## src/rtl/fwd_pkg.sv

```systemverilog
// Shared types and constants for the forwarding / hazard unit.
package fwd_pkg;

   // Forwarding select encodings for one EX operand
   localparam logic [1:0] FWD_RF  = 2'b00;  // register-file operand
   localparam logic [1:0] FWD_MEM = 2'b01;  // aluout_EXE_MEM
   localparam logic [1:0] FWD_WB  = 2'b10;  // MEM/WB writeback

   // Tag slots carry a fixed-width rd field; REG_AW of the unit must not exceed it.
   localparam int unsigned TAG_AW = 8;

   typedef struct packed {
      logic              valid;
      logic [TAG_AW-1:0] rd;
      logic              we;
      logic              is_load;
   } tag_slot_t;

   localparam tag_slot_t EMPTY_SLOT = '0;

endpackage

```

## src/rtl/fwd_match.sv

```systemverilog
// Compares one source register against one pipeline tag slot.
// Splits the hit by producer kind so callers can tell load-use from ALU forwarding.
module fwd_match
   import fwd_pkg::*;
#(
   parameter int unsigned REG_AW = 5
) (
   input  tag_slot_t         slot,
   input  logic [REG_AW-1:0] rs,
   output logic              hit_alu,
   output logic              hit_load
);

   logic hit;

   // Register 0 is hard-wired, so it never matches a producer
   always_comb begin
      hit      = slot.valid & slot.we & (slot.rd == TAG_AW'(rs)) & (rs != '0);
      hit_alu  = hit & ~slot.is_load;
      hit_load = hit & slot.is_load;
   end

endmodule

```

## src/rtl/fwd_hazard_unit.sv

```systemverilog
// Forwarding and hazard-detection unit for the 5-stage core.
// Tracks destination tags of instructions in EX and MEM, raises a combinational
// stall at ID, and registers per-operand forwarding selects into EX.
// No WB tag is kept: the register file is write-before-read, so a producer in
// WB is already visible to the ID read and never needs a stall or forward.
module fwd_hazard_unit
   import fwd_pkg::*;
#(
   parameter int unsigned DATA_W = 32,
   parameter int unsigned REG_AW = 5,
   parameter int unsigned NUM_RD = 2,
   parameter int unsigned FWD_EN = 1
) (
   input  logic                     clk,
   input  logic                     rst,
   input  logic                     id_valid,
   input  logic [NUM_RD*REG_AW-1:0] id_rs,
   input  logic [NUM_RD-1:0]        id_rs_used,
   input  logic [REG_AW-1:0]        id_rd,
   input  logic                     id_we,
   input  logic                     id_is_load,
   input  logic                     flush,
   output logic                     stall,
   output logic [NUM_RD*2-1:0]      fwd_sel,
   input  logic [NUM_RD*DATA_W-1:0] ex_rdata,
   input  logic [DATA_W-1:0]        mem_alu,
   input  logic [DATA_W-1:0]        wb_data,
   output logic [NUM_RD*DATA_W-1:0] ex_opnd,
   output logic                     ex_valid
);

   tag_slot_t slot_ex_q, slot_mem_q, slot_id;

   logic [NUM_RD-1:0]   ex_alu_hit, ex_ld_hit, mem_alu_hit, mem_ld_hit;
   logic [NUM_RD-1:0]   port_hazard;
   logic [NUM_RD*2-1:0] fwd_sel_d, fwd_sel_q;
   logic                enter_ex;

   for (genvar k = 0; k < NUM_RD; k++) begin : g_port
      fwd_match #(.REG_AW(REG_AW)) u_match_ex (
         .slot     (slot_ex_q),
         .rs       (id_rs[k*REG_AW +: REG_AW]),
         .hit_alu  (ex_alu_hit[k]),
         .hit_load (ex_ld_hit[k])
      );
      fwd_match #(.REG_AW(REG_AW)) u_match_mem (
         .slot     (slot_mem_q),
         .rs       (id_rs[k*REG_AW +: REG_AW]),
         .hit_alu  (mem_alu_hit[k]),
         .hit_load (mem_ld_hit[k])
      );
   end

   // Per-port hazard, stall decision and the ID->EX advance condition
   always_comb begin
      port_hazard = '0;
      for (int k = 0; k < NUM_RD; k++) begin
         if (FWD_EN != 0) begin
            // Only a load in EX cannot be forwarded in time
            port_hazard[k] = id_rs_used[k] & ex_ld_hit[k];
         end else begin
            // Interlock until the producer has reached WB
            port_hazard[k] = id_rs_used[k] &
                             (ex_alu_hit[k] | ex_ld_hit[k] | mem_alu_hit[k] | mem_ld_hit[k]);
         end
      end
      // Flush wins over stall: the killed instruction must not hold the front end
      stall    = id_valid & ~flush & (|port_hazard);
      enter_ex = id_valid & ~stall & ~flush;
      slot_id  = '{valid: 1'b1, rd: TAG_AW'(id_rd), we: id_we, is_load: id_is_load};
   end

   // Forwarding selects for the instruction about to enter EX; youngest producer wins
   always_comb begin
      fwd_sel_d = '0;
      if (enter_ex && (FWD_EN != 0)) begin
         for (int k = 0; k < NUM_RD; k++) begin
            if (ex_alu_hit[k]) begin
               fwd_sel_d[k*2 +: 2] = FWD_MEM;
            end else if (mem_alu_hit[k] | mem_ld_hit[k]) begin
               fwd_sel_d[k*2 +: 2] = FWD_WB;
            end else begin
               fwd_sel_d[k*2 +: 2] = FWD_RF;
            end
         end
      end
   end

   // Tag pipeline and registered selects; a non-advancing ID inserts a bubble
   always_ff @(posedge clk or negedge rst) begin
      if (!rst) begin
         slot_ex_q  <= EMPTY_SLOT;
         slot_mem_q <= EMPTY_SLOT;
         fwd_sel_q  <= '0;
      end else begin
         slot_mem_q <= slot_ex_q;
         slot_ex_q  <= enter_ex ? slot_id : EMPTY_SLOT;
         fwd_sel_q  <= fwd_sel_d;
      end
   end

   // EX operand muxes; the unused 2'b11 code falls back to the register file
   always_comb begin
      ex_opnd = ex_rdata;
      for (int k = 0; k < NUM_RD; k++) begin
         case (fwd_sel_q[k*2 +: 2])
            FWD_MEM: ex_opnd[k*DATA_W +: DATA_W] = mem_alu;
            FWD_WB:  ex_opnd[k*DATA_W +: DATA_W] = wb_data;
            default: ex_opnd[k*DATA_W +: DATA_W] = ex_rdata[k*DATA_W +: DATA_W];
         endcase
      end
   end

   assign fwd_sel  = fwd_sel_q;
   assign ex_valid = slot_ex_q.valid;

endmodule

```

## config.mk

```make
export PLATFORM = sky130hd
export DESIGN_NAME = fwd_hazard_unit
export DESIGN_NICKNAME = d
export VERILOG_FILES = /design/src/rtl/fwd_pkg.sv /design/src/rtl/fwd_match.sv /design/src/rtl/fwd_hazard_unit.sv
export SDC_FILE = /design/constraint.sdc
export NUM_CORES = 1
export LEC_CHECK = 0
export ABC_AREA = 1
export BUFFER_PORTS_ARGS = -buffer_cell sky130_fd_sc_hd__buf_2
export CAP_MARGIN = 5
export CORE_MARGIN = 5
export CORE_UTILIZATION = 37
export CTS_CLUSTER_DIAMETER = 120
export DETAILED_ROUTE_END_ITERATION = 6
export PLACE_DENSITY = 0.8
export SYNTH_ARGS = -nofsm -noshare
export SYNTH_HDL_FRONTEND = slang
export SYNTH_SLANG_ARGS = --single-unit
```

## constraint.sdc

```tcl
create_clock -name clk -period 1.8 [get_ports clk]
set_clock_uncertainty 0.05 [all_clocks]
set_input_delay 0.09 -clock clk [delete_from_list [all_inputs] [get_ports clk]]
set_output_delay 0.09 -clock clk [all_outputs]
set_load 0.05 [all_outputs]
```

# Yosys cells after proc, flatten, opt, wreduce, memory -nomap -nowiden
# Index checks and enable logic that the tools add are counted.
word_totals:
  wordCells: 58
  in_bits: 151
  reg_bits: 26
  out_inout_bits: 70
classes:
  bitwise: 30
  reduce_logical: 3
  muxes: 8
  eq_ne: 8
op_table:
  columns: ["op", "n"]
  rows:
  - ["$pmux 32 s2", 2]
  - ["$eq 8x5->1", 4]
  - ["$and 1x1->1", 24]
  - ["$mux 11", 1]
  - ["$reduce_bool 5->1", 2]
  - ["$mux 2", 4]
  - ["$eq 2x1->1 const B", 2]
  - ["$eq 2x2->1 const B", 2]
  - ["$mux 4", 1]
  - ["$not 1->1", 4]
  - ["$or 1x1->1", 2]
  - ["$reduce_or 2->1", 1]

# Depth between registers and ports, before layout
# Gate-level depths: netlist (run 1).
logic_depth:
  word_depth: 11
  ltp_mapped: 11
  ltp_nobuf: 11

# Cells and area by module
# From an unflattened synthesis (run 1), not the netlist that was laid out.
unflattened:
  hier_cells: 612
  hier_area_um2: 3037.9
modules_own_cells:
  columns: ["module", "seq_area_each_um2", "cells_each", "n_inst", "area_per_inst_um2"]
  rows:
  - ["fwd_hazard_unit", 500.5, 472, 1, 2417.3]
  - ["fwd_match", 0.0, 35, 4, 155.1]

# Worst setup path after synthesis (run 1)
# Ideal clock, no wire load.
synth_path:
  kind: "flip-flop to output port"
  startpoint: "reg fwd_sel_q[0], in the netlist fwd_sel[0]"
  endpoint: "out ex_opnd[0]"
  stages_incl_launch_ff: 8
  path_slack_ps: -702
  arrival_ps: 2362
  required_time_ps: 1660
  path_buffers: 2
  path_cell_list: "dfrtp_1 > inv_1 > ha_1 > clkbuf_1 > inv_1 > clkbuf_1 > nor2_1 > a21oi_1"
synth_via:
  elab_chain_len: 2
  word_cells_on_any_way: 3
  cone_classes: "eq/ne (2); mux (1)"
synth_rtl:
  columns: ["item", "line", "text"]
  rows:
  - ["from (decl)", "fwd_hazard_unit.sv:36", "logic [NUM_RD*2-1:0] fwd_sel_d, fwd_sel_q;"]
  - ["from (signal assigned)", "fwd_hazard_unit.sv:98", "fwd_sel_q <= fwd_sel_d;"]
  - ["$eq 2x2->1 or $eq 2x1->1 (tied branches)", "fwd_hazard_unit.sv:106", "case (fwd_sel_q[k*2 +: 2])"]
  - ["$pmux 32 s2 (*)", "fwd_hazard_unit.sv:106", null]
  - ["to (decl)", "fwd_hazard_unit.sv:28", "output logic [NUM_RD*DATA_W-1:0] ex_opnd,"]
# Every way passes the cells marked *; elsewhere a longest branch is shown, timed or not.

# Worst setup path after layout (run 1)
layout_path:
  startpoint: "reg slot_ex_q[5] (netlist name)"
  endpoint: "out stall"
layout_via:
  elab_chain_len: 7
  word_cells_on_any_way: 12
  cone_classes: "eq/ne (2); bitwise (9); reduce/logical (1)"
layout_rtl:
  columns: ["item", "line", "text"]
  rows:
  - ["from (decl)", "fwd_hazard_unit.sv:32", "tag_slot_t slot_ex_q, slot_mem_q, slot_id;"]
  - ["from (signal assigned)", "fwd_hazard_unit.sv:97", "slot_ex_q <= enter_ex ? slot_id : EMPTY_SLOT;"]
  - ["$eq 8x5->1", "fwd_match.sv:18", "hit = slot.valid & slot.we & (slot.rd == TAG_AW'(rs)) & (rs != '0);"]
  - ["$and 1x1->1 (2 in a row)", "fwd_match.sv:18", null]
  - ["$and 1x1->1", "fwd_match.sv:20", "hit_load = hit & slot.is_load;"]
  - ["$and 1x1->1", "fwd_hazard_unit.sv:60", "port_hazard[k] = id_rs_used[k] & ex_ld_hit[k];"]
  - ["$reduce_or 2->1 (*)", "fwd_hazard_unit.sv:68", "stall = id_valid & ~flush & (|port_hazard);"]
  - ["$and 1x1->1 (*)", "fwd_hazard_unit.sv:68", null]
  - ["to (decl)", "fwd_hazard_unit.sv:23", "output logic stall,"]
# Marked as above.

==> flow_summary.json, run 1 <==
{
  "synth_most_common_cell": "a21oi_1",
  "dp_cells": 715,
  "antenna_found_initial": 0,
  "ys_ff_latch": 19,
  "post_drt_wl_per_cell_um": 24.6,
  "clk_latency_ns": 0.27,
  "path_buf_inv": 2,
  "syn_to_final_growth_pct": 139,
  "synth.avg_cell_area_um2": 5.34,
  "via_per_inst": 6.20,
  "grt_pass1_vias": 4112,
  "drive_above_1_share": 0.690,
  "hp-class": "primary input to flip-flop",
  "setup_ws_ns": -0.0994,
  "yosysWarnings": 0,
  "antenna_left": 0,
  "async_reset_ff_frac": 1.00,
  "clkPwrFrac": 0.176,
  "cts_tree": "built",
  "drc_errors": 0,
  "synthTopCellsByArea": "a21oi_1 (29%), dfrtp_1 (21%), nand2_1 (17%)",
  "power_uw": 1790,
  "fmax_ghz": 0.526,
  "combPwrFrac": 0.570,
  "clock_sinks": 19,
  "grt_max_degree": 33,
  "crit_chain": "inv_1, a21oi_1, nand2_1, nor2_2, nand3_2, nand2_2, nand2_4, nor2_4, buf_8",
  "crit_path_end_kind": "output port",
  "yosysTopAreaCell": "a21oi_1",
  "slowest_stage": "dfrtp_2",
  "required_ns": 1.66,
  "finalSetupViolCount": 26,
  "p_per_area_nw_per_um2": 326,
  "swShare": 0.447,
  "startpoint_type": "flip-flop",
  "yosysUniqueCellTypes": 21,
  "seqPwrFrac": 0.254,
  "track_usage": 0.325,
  "slowest_delay_ns": 0.43,
  "ir_drop_v": 0.000699,
  "cp.arrival_ns": 1.76,
  "fill_cells": 233,
  "gp_congestion": 0.878,
  "drtIter0Drc": 454,
  "htree_num_levels": 1,
  "final_cells": 740,
  "run_status": "complete, but fails checks",
  "synthFlopType": "dfrtp_1",
  "std_cell_rows": 28,
  "synth_edf_count": 0,
  "hold_viol_final": 0,
  "rsz0062_at_grt": "true",
  "cp_max_fo": 5,
  "core_um2": 5990,
  "syn_area_um2": 2300,
  "start_util": 0.384,
  "clock-root-buffer": "clkbuf_8",
  "cts_buffers": 3,
  "critPathKind": "flip-flop to output port",
  "syn_inst": 431,
  "fp.dieH_um": 88.8,
  "path_delay_family": "simple AND/OR/NAND/NOR gates",
  "p_int_uw": 991,
  "drt_wl_total_mm": 18.2,
  "die_area_um2": 7890,
  "report.final.slew_viol_count": 0,
  "overflow": 0,
  "p_switching_uw": 800,
  "clk_pin_slew_worst_paths_ns": 0.07,
  "min_period_over_period": 1.06,
  "tightest_slew_ns": 0.435,
  "synthTopCellsByCount": "a21oi_1 (133), nand2_1 (102), nor2_1 (83)",
  "synth_fp_nets": 586,
  "io_buffers": 220,
  "slew_headroom": 0.710,
  "synth.top_cell.area_share": 0.289,
  "clockBufferDepth": 2,
  "num_io_pins": 221,
  "yosysSeqAreaShare": 0.207,
  "grt_pass1_wl_mm": 20.3,
  "maxCapViolCount": 0,
  "finalNetCount": 820,
  "vias": 4588,
  "violations": "negative setup slack",
  "die_width_um": 88.8,
  "place_hpwl_mm": 9.74,
  "fin_crit_ns": 1.90,
  "drt_pre_antenna_iters": 5,
  "p_leak_uw": 0.00241
}
[final timing paths]
| path | from | endpoint | slack [ns] | cells after the start |
|---|---|---|---|---|
| min in group asynchronous | rst | slot_mem_q[10]$_DFF_PN0_ | 0.28 | 2 |
| min | id_is_load | slot_ex_q[0]$_DFF_PN0_ | 0.03 | 3 |
| max reg2reg | slot_ex_q[5]$_DFF_PN0_ | slot_ex_q[2]$_DFF_PN0_ | 0.20 | 9 |
| max in group asynchronous | rst | slot_ex_q[2]$_DFF_PN0_ | 1.09 | 2 |
| max | slot_ex_q[5]$_DFF_PN0_ | stall | -0.1 | 9 |
| min reg2reg | slot_ex_q[1]$_DFF_PN0_ | slot_mem_q[1]$_DFF_PN0_ | 0.35 | 0 |
[area by class of cell]
cell class                      instances  area (µm²)  area share
Antenna cell                            1        2.50    0.000455
Clock buffer                            4        45.0     0.00819
Inverter                               35         144      0.0262
Multi-Input combinational cell        351        2760       0.501
Sequential cell                        19         484      0.0881
Tap cell                               75        93.8      0.0171
Timing Repair Buffer                  255        1970       0.359
[what timing repair did]
item / 4_1_cts / 5_1_grt
pin swaps: 1 / 9
setup buffers: 1 / 6
hold buffers: 7 / 0
gates resized for setup: 114 / 158
hold endpoints to repair: 25 / 0
setup endpoints to repair: 65 / 60
gates cloned: 1 / 5
[layout by cell type, fill, tap and decap left out, types with 3 or more instances in the layout]
| master | instances |
|---|---|
| a21oi_1 | 15 |
| a21oi_2 | 59 |
| a21oi_4 | 59 |
| buf_12 | 11 |
| buf_2 | 155 |
| buf_4 | 29 |
| buf_6 | 45 |
| clkbuf_16 | 5 |
| clkbuf_8 | 3 |
| dfrtp_1 | 12 |
| dfrtp_2 | 7 |
| dlygate4sd3_1 | 7 |
| ha_4 | 4 |
| inv_1 | 30 |
| inv_2 | 3 |
| nand2_1 | 97 |
| nand2_2 | 5 |
| nand3_1 | 8 |
| nor2_1 | 23 |
| nor2_2 | 54 |
| nor2_4 | 8 |
| xnor2_1 | 3 |
[kinds of logic after synthesis]
kind of cell,after synthesis,synth area share
compound gates,138,0.303
simple gates,204,0.350
flops,19,0.207
buf+inv,61,0.0996
xor+xnor,5,0.0190
fa+ha+maj,4,0.0218
[worst register-to-register path: stages, from the launching register on]
cell	delay (ns)
dfrtp_2	0.43
inv_1	0.11
a21oi_1	0.20
nand2_1	0.09
nor2_2	0.13
nand3_2	0.09
nand2_2	0.09
nand2_4	0.07
nand2_4	0.14
nor2_1	0.09
[layer usage]
metal / global-route usage / vias to the layer above / part of all wire
met4: 0.129 / 0 / 0.071
met2: 0.588 / 486 / 0.49
met1: 0.366 / 2089 / 0.31
li1: - / 1872 / -
met5: 0 / - / 0
met3: 0.0726 / 141 / 0.13
[sequential cells by signal (all words and copies together), names as in the netlist]
signal,count
ex_valid,1
fwd_sel,4
slot_ex_q,7
slot_mem_q,7
[stage by stage]
stage / setup TNS (ns) / cell area, µm² / utilization / hold slack (ns) / setup slack (ns)
floorplan: -3.40 / 3050 / - / -0.256 / -0.165
global placement: 0 / 4310 / 0.719 / -0.00925 / 0.143
detailed placement: 0 / 4310 / 0.719 / -0.00102 / 0.0804
CTS: -1.52 / 4790 / 0.799 / 0.0151 / -0.0578
global route: -1.86 / 5500 / 0.918 / 0.0311 / -0.209
finish: -0.536 / 5500 / 0.918 / 0.0289 / -0.0994
[power groups by stage]
stage	logic [µW]	registers, µW	clock network, µW
floorplan	495	461	0
CTS	880	452	302
finish	1020	455	315
global placement	783	459	0
detailed placement	794	460	0
global route	1060	456	330
No activity file was read; power rests on OpenSTA's default activity.
==> run 2, diff against run 1 <==
- ABC_AREA: 1 -> unset
- CORE_UTILIZATION: 37 -> 33
- PLACE_DENSITY: 0.8 -> 0.77
- clock period: 1.8 -> 1.7 ns (I/O delays scaled with it)
==> run 2 against run 1 <==
Compared with the run above: the flow still finishes with violations (negative setup slack); first-iteration DRC count fell by 43%; setup slack got worse by 0.064 ns; die area rose by 5.1%; sequential power rose by 6.4%; largest power group unchanged.
==> flow_summary.json, run 2 <==
{
  "run_status": "complete, but fails checks",
  "violations": "negative setup slack",
  "slew_headroom": 0.674,
  "start_util": 0.340,
  "antenna_found_initial": 4,
  "crit_chain": "inv_2, ha_4, buf_12, a22oi_1, o21ai_4, buf_6",
  "io_buffers": 220,
  "clk_pin_slew_worst_paths_ns": 0.06,
  "clk_latency_ns": 0.25,
  "p_leak_uw": 0.00238,
  "cp_max_fo": 8,
  "tightest_slew_ns": 0.477,
  "clock_sinks": 19,
  "die_area_um2": 8300,
  "vias": 4019,
  "synth.avg_cell_area_um2": 6.95,
  "synth_most_common_cell": "nand2_1",
  "final_cell_mix": "buf_2 (155), buf_6 (64), nand2_1 (63), o21ai_4 (63), a22oi_2 (51)",
  "p_per_area_nw_per_um2": 331,
  "finalSetupViolCount": 65,
  "overflow": 0,
  "path_delay_family": "compound AO/OA/AOI/OAI gates",
  "min_period_over_period": 1.10,
  "cts_buffers": 3,
  "synthTopCellsByCount": "nand2_1 (75), a22oi_1 (64), o21ai_0 (64)",
  "drt_wl_total_mm": 16.4,
  "slowest_stage": "dfrtp_2",
  "yosysSeqAreaShare": 0.219,
  "final_cells": 643,
  "fill_cells": 266,
  "grt_max_degree": 31,
  "drtIter0Drc": 258,
  "grtUsageMet1": 0.308,
  "gr-usage-met2": 0.544,
  "htree_num_levels": 1,
  "async_reset_ff_frac": 1.00,
  "slowest_delay_ns": 0.41,
  "startpoint_type": "flip-flop",
  "synthTopCellsByArea": "a22oi_1 (22%), dfrtp_1 (22%), o21ai_0 (15%)",
  "fmax_ghz": 0.537,
  "maxCapViolCount": 0,
  "drt_pre_antenna_iters": 5,
  "hold_viol_final": 0,
  "syn_to_final_growth_pct": 162,
  "grt.busiest_layer": "met2",
  "ys_ff_latch": 19,
  "synth_edf_count": 0,
  "dp_cells": 598,
  "yosysUniqueCellTypes": 27,
  "tns_ns": -5.02,
  "grt_pass1_wl_mm": 19.8,
  "cp.arrival_ns": 1.73,
  "drive_above_1_share": 0.768,
  "layout_commonest_cell": "buf_2",
  "grt_use_met3": 0.0537,
  "fp.dieH_um": 91.1,
  "clockBufferDepth": 2,
  "critPathKind": "flip-flop to output port",
  "via_per_inst": 6.25,
  "synthFlopType": "dfrtp_1",
  "rsz0062_at_grt": "true",
  "syn_area_um2": 2170,
  "gp_congestion": 0.985,
  "cts_tree": "built",
  "grt_pass1_vias": 3738,
  "setup_ws_ns": -0.164,
  "place_hpwl_mm": 8.73,
  "track_usage": 0.291,
  "syn_inst": 312,
  "power_uw": 1880,
  "die_width_um": 91.1,
  "post_drt_wl_per_cell_um": 25.5,
  "std_cell_rows": 29,
  "hp-class": "primary input to flip-flop",
  "yosysTopAreaCell": "a22oi_1",
  "synth.top_cell.area_share": 0.221,
  "antenna_left": 0,
  "core_um2": 6390,
  "drc_errors": 0,
  "fin_crit_ns": 1.86,
  "report.final.slew_viol_count": 0,
  "finalNetCount": 717,
  "yosysWarnings": 0,
  "required_ns": 1.56,
  "synth_fp_nets": 467,
  "clock-root-buffer": "clkbuf_8",
  "num_io_pins": 221,
  "ir_drop_v": 0.000613,
  "path_buf_inv": 3,
  "crit_path_end_kind": "output port"
}
run 2: cell types whose count changed after synthesis, sizes merged, moves of 7 or more:
cell / change
a21oi: -133
a22oi: +64
inv: -30
nand2: -29
nand3: -7
nor2: -81
nor3: +8
o21ai: +62
xnor2: +14
run 2: cells by family (layout without fill, tap and decap cells):
group | count (synthesis) | after routing | synth area share
AO/OA/AOI/OAI | 131 | 131 | 0.389
AND/OR/NAND/NOR | 105 | 105 | 0.227
buffers and inverters | 33 | 282 | 0.0606
XOR/XNOR | 20 | 20 | 0.0807
flip-flops | 19 | 19 | 0.219
adder cells (fa/ha/maj) | 4 | 4 | 0.0231
other | 0 | 5 | 0
run 2: routing by layer:
metal  up-vias  part of all wire
met3       109             0.092
met4         0             0.083
met2       328              0.51
li1       1654                 -
met5         -                 0
met1      1928              0.32
run 2: report_power, final:
group / switching (µW) / total [µW] / internal (µW)
sequential: 16.7 / 484 / 467
clock: 137 / 304 / 167
combinational: 649 / 1090 / 443
total: 803 / 1880 / 1080
run 2: stage by stage:
stage	area [µm²]	util	hold WS [ns]	worst slack [ns]
final	5680	0.890	0.0162	-0.164
after global placement	4210	0.659	-0.0166	0.0663
after CTS	5110	0.800	0.00625	-0.110
after detailed placement	4210	0.659	-0.0135	0.0287
after global routing	5680	0.889	0.0398	-0.230
after floorplan	3070	-	-0.261	0.00243
run 2: cell type report:
cell class | instances | area [µm²] | share of cell area
repair buffers | 273 | 2330 | 0.410
diodes | 5 | 12.5 | 0.00220
inverters | 5 | 18.8 | 0.00330
well taps | 77 | 96.3 | 0.0170
multi-input cells | 260 | 2700 | 0.474
clock buffers | 4 | 45.0 | 0.00793
flip-flops and latches | 19 | 485 | 0.0854
run 2: worst register-to-register path, cell delays in order (launching register included):
cell and delay [ns]:
dfrtp_1 0.42, xnor2_1 0.17, nand4_1 0.12, or4_4 0.45, a2111oi_4 0.33
run 2: timing repair:
| item | CTS | global route |
|---|---|---|
| endpoints found under the hold margin | 25 | 0 |
| gates cloned | 1 | 7 |
| setup endpoints to repair | 65 | 74 |
| pin swaps | 6 | 10 |
| hold buffers | 7 | 0 |
| buffers inserted | 8 | 14 |
| resized for setup | 186 | 55 |
run 2: worst paths after layout:
check | slack (ns) | endpoint | cells after the start | from
setup / recovery | -0.16 | ex_opnd[20] | 6 | fwd_sel[1]$_DFF_PN0_
hold / removal | 0.02 | slot_ex_q[5]$_DFF_PN0_ | 3 | id_rd[3]
setup reg to reg | 0.05 | fwd_sel[3]$_DFF_PN0_ | 4 | slot_mem_q[4]$_DFF_PN0_
hold reg to reg | 0.38 | slot_mem_q[1]$_DFF_PN0_ | 0 | slot_ex_q[1]$_DFF_PN0_
max in group asynchronous | 1.04 | fwd_sel[0]$_DFF_PN0_ | 2 | rst
min in group asynchronous | 0.25 | slot_ex_q[4]$_DFF_PN0_ | 2 | rst
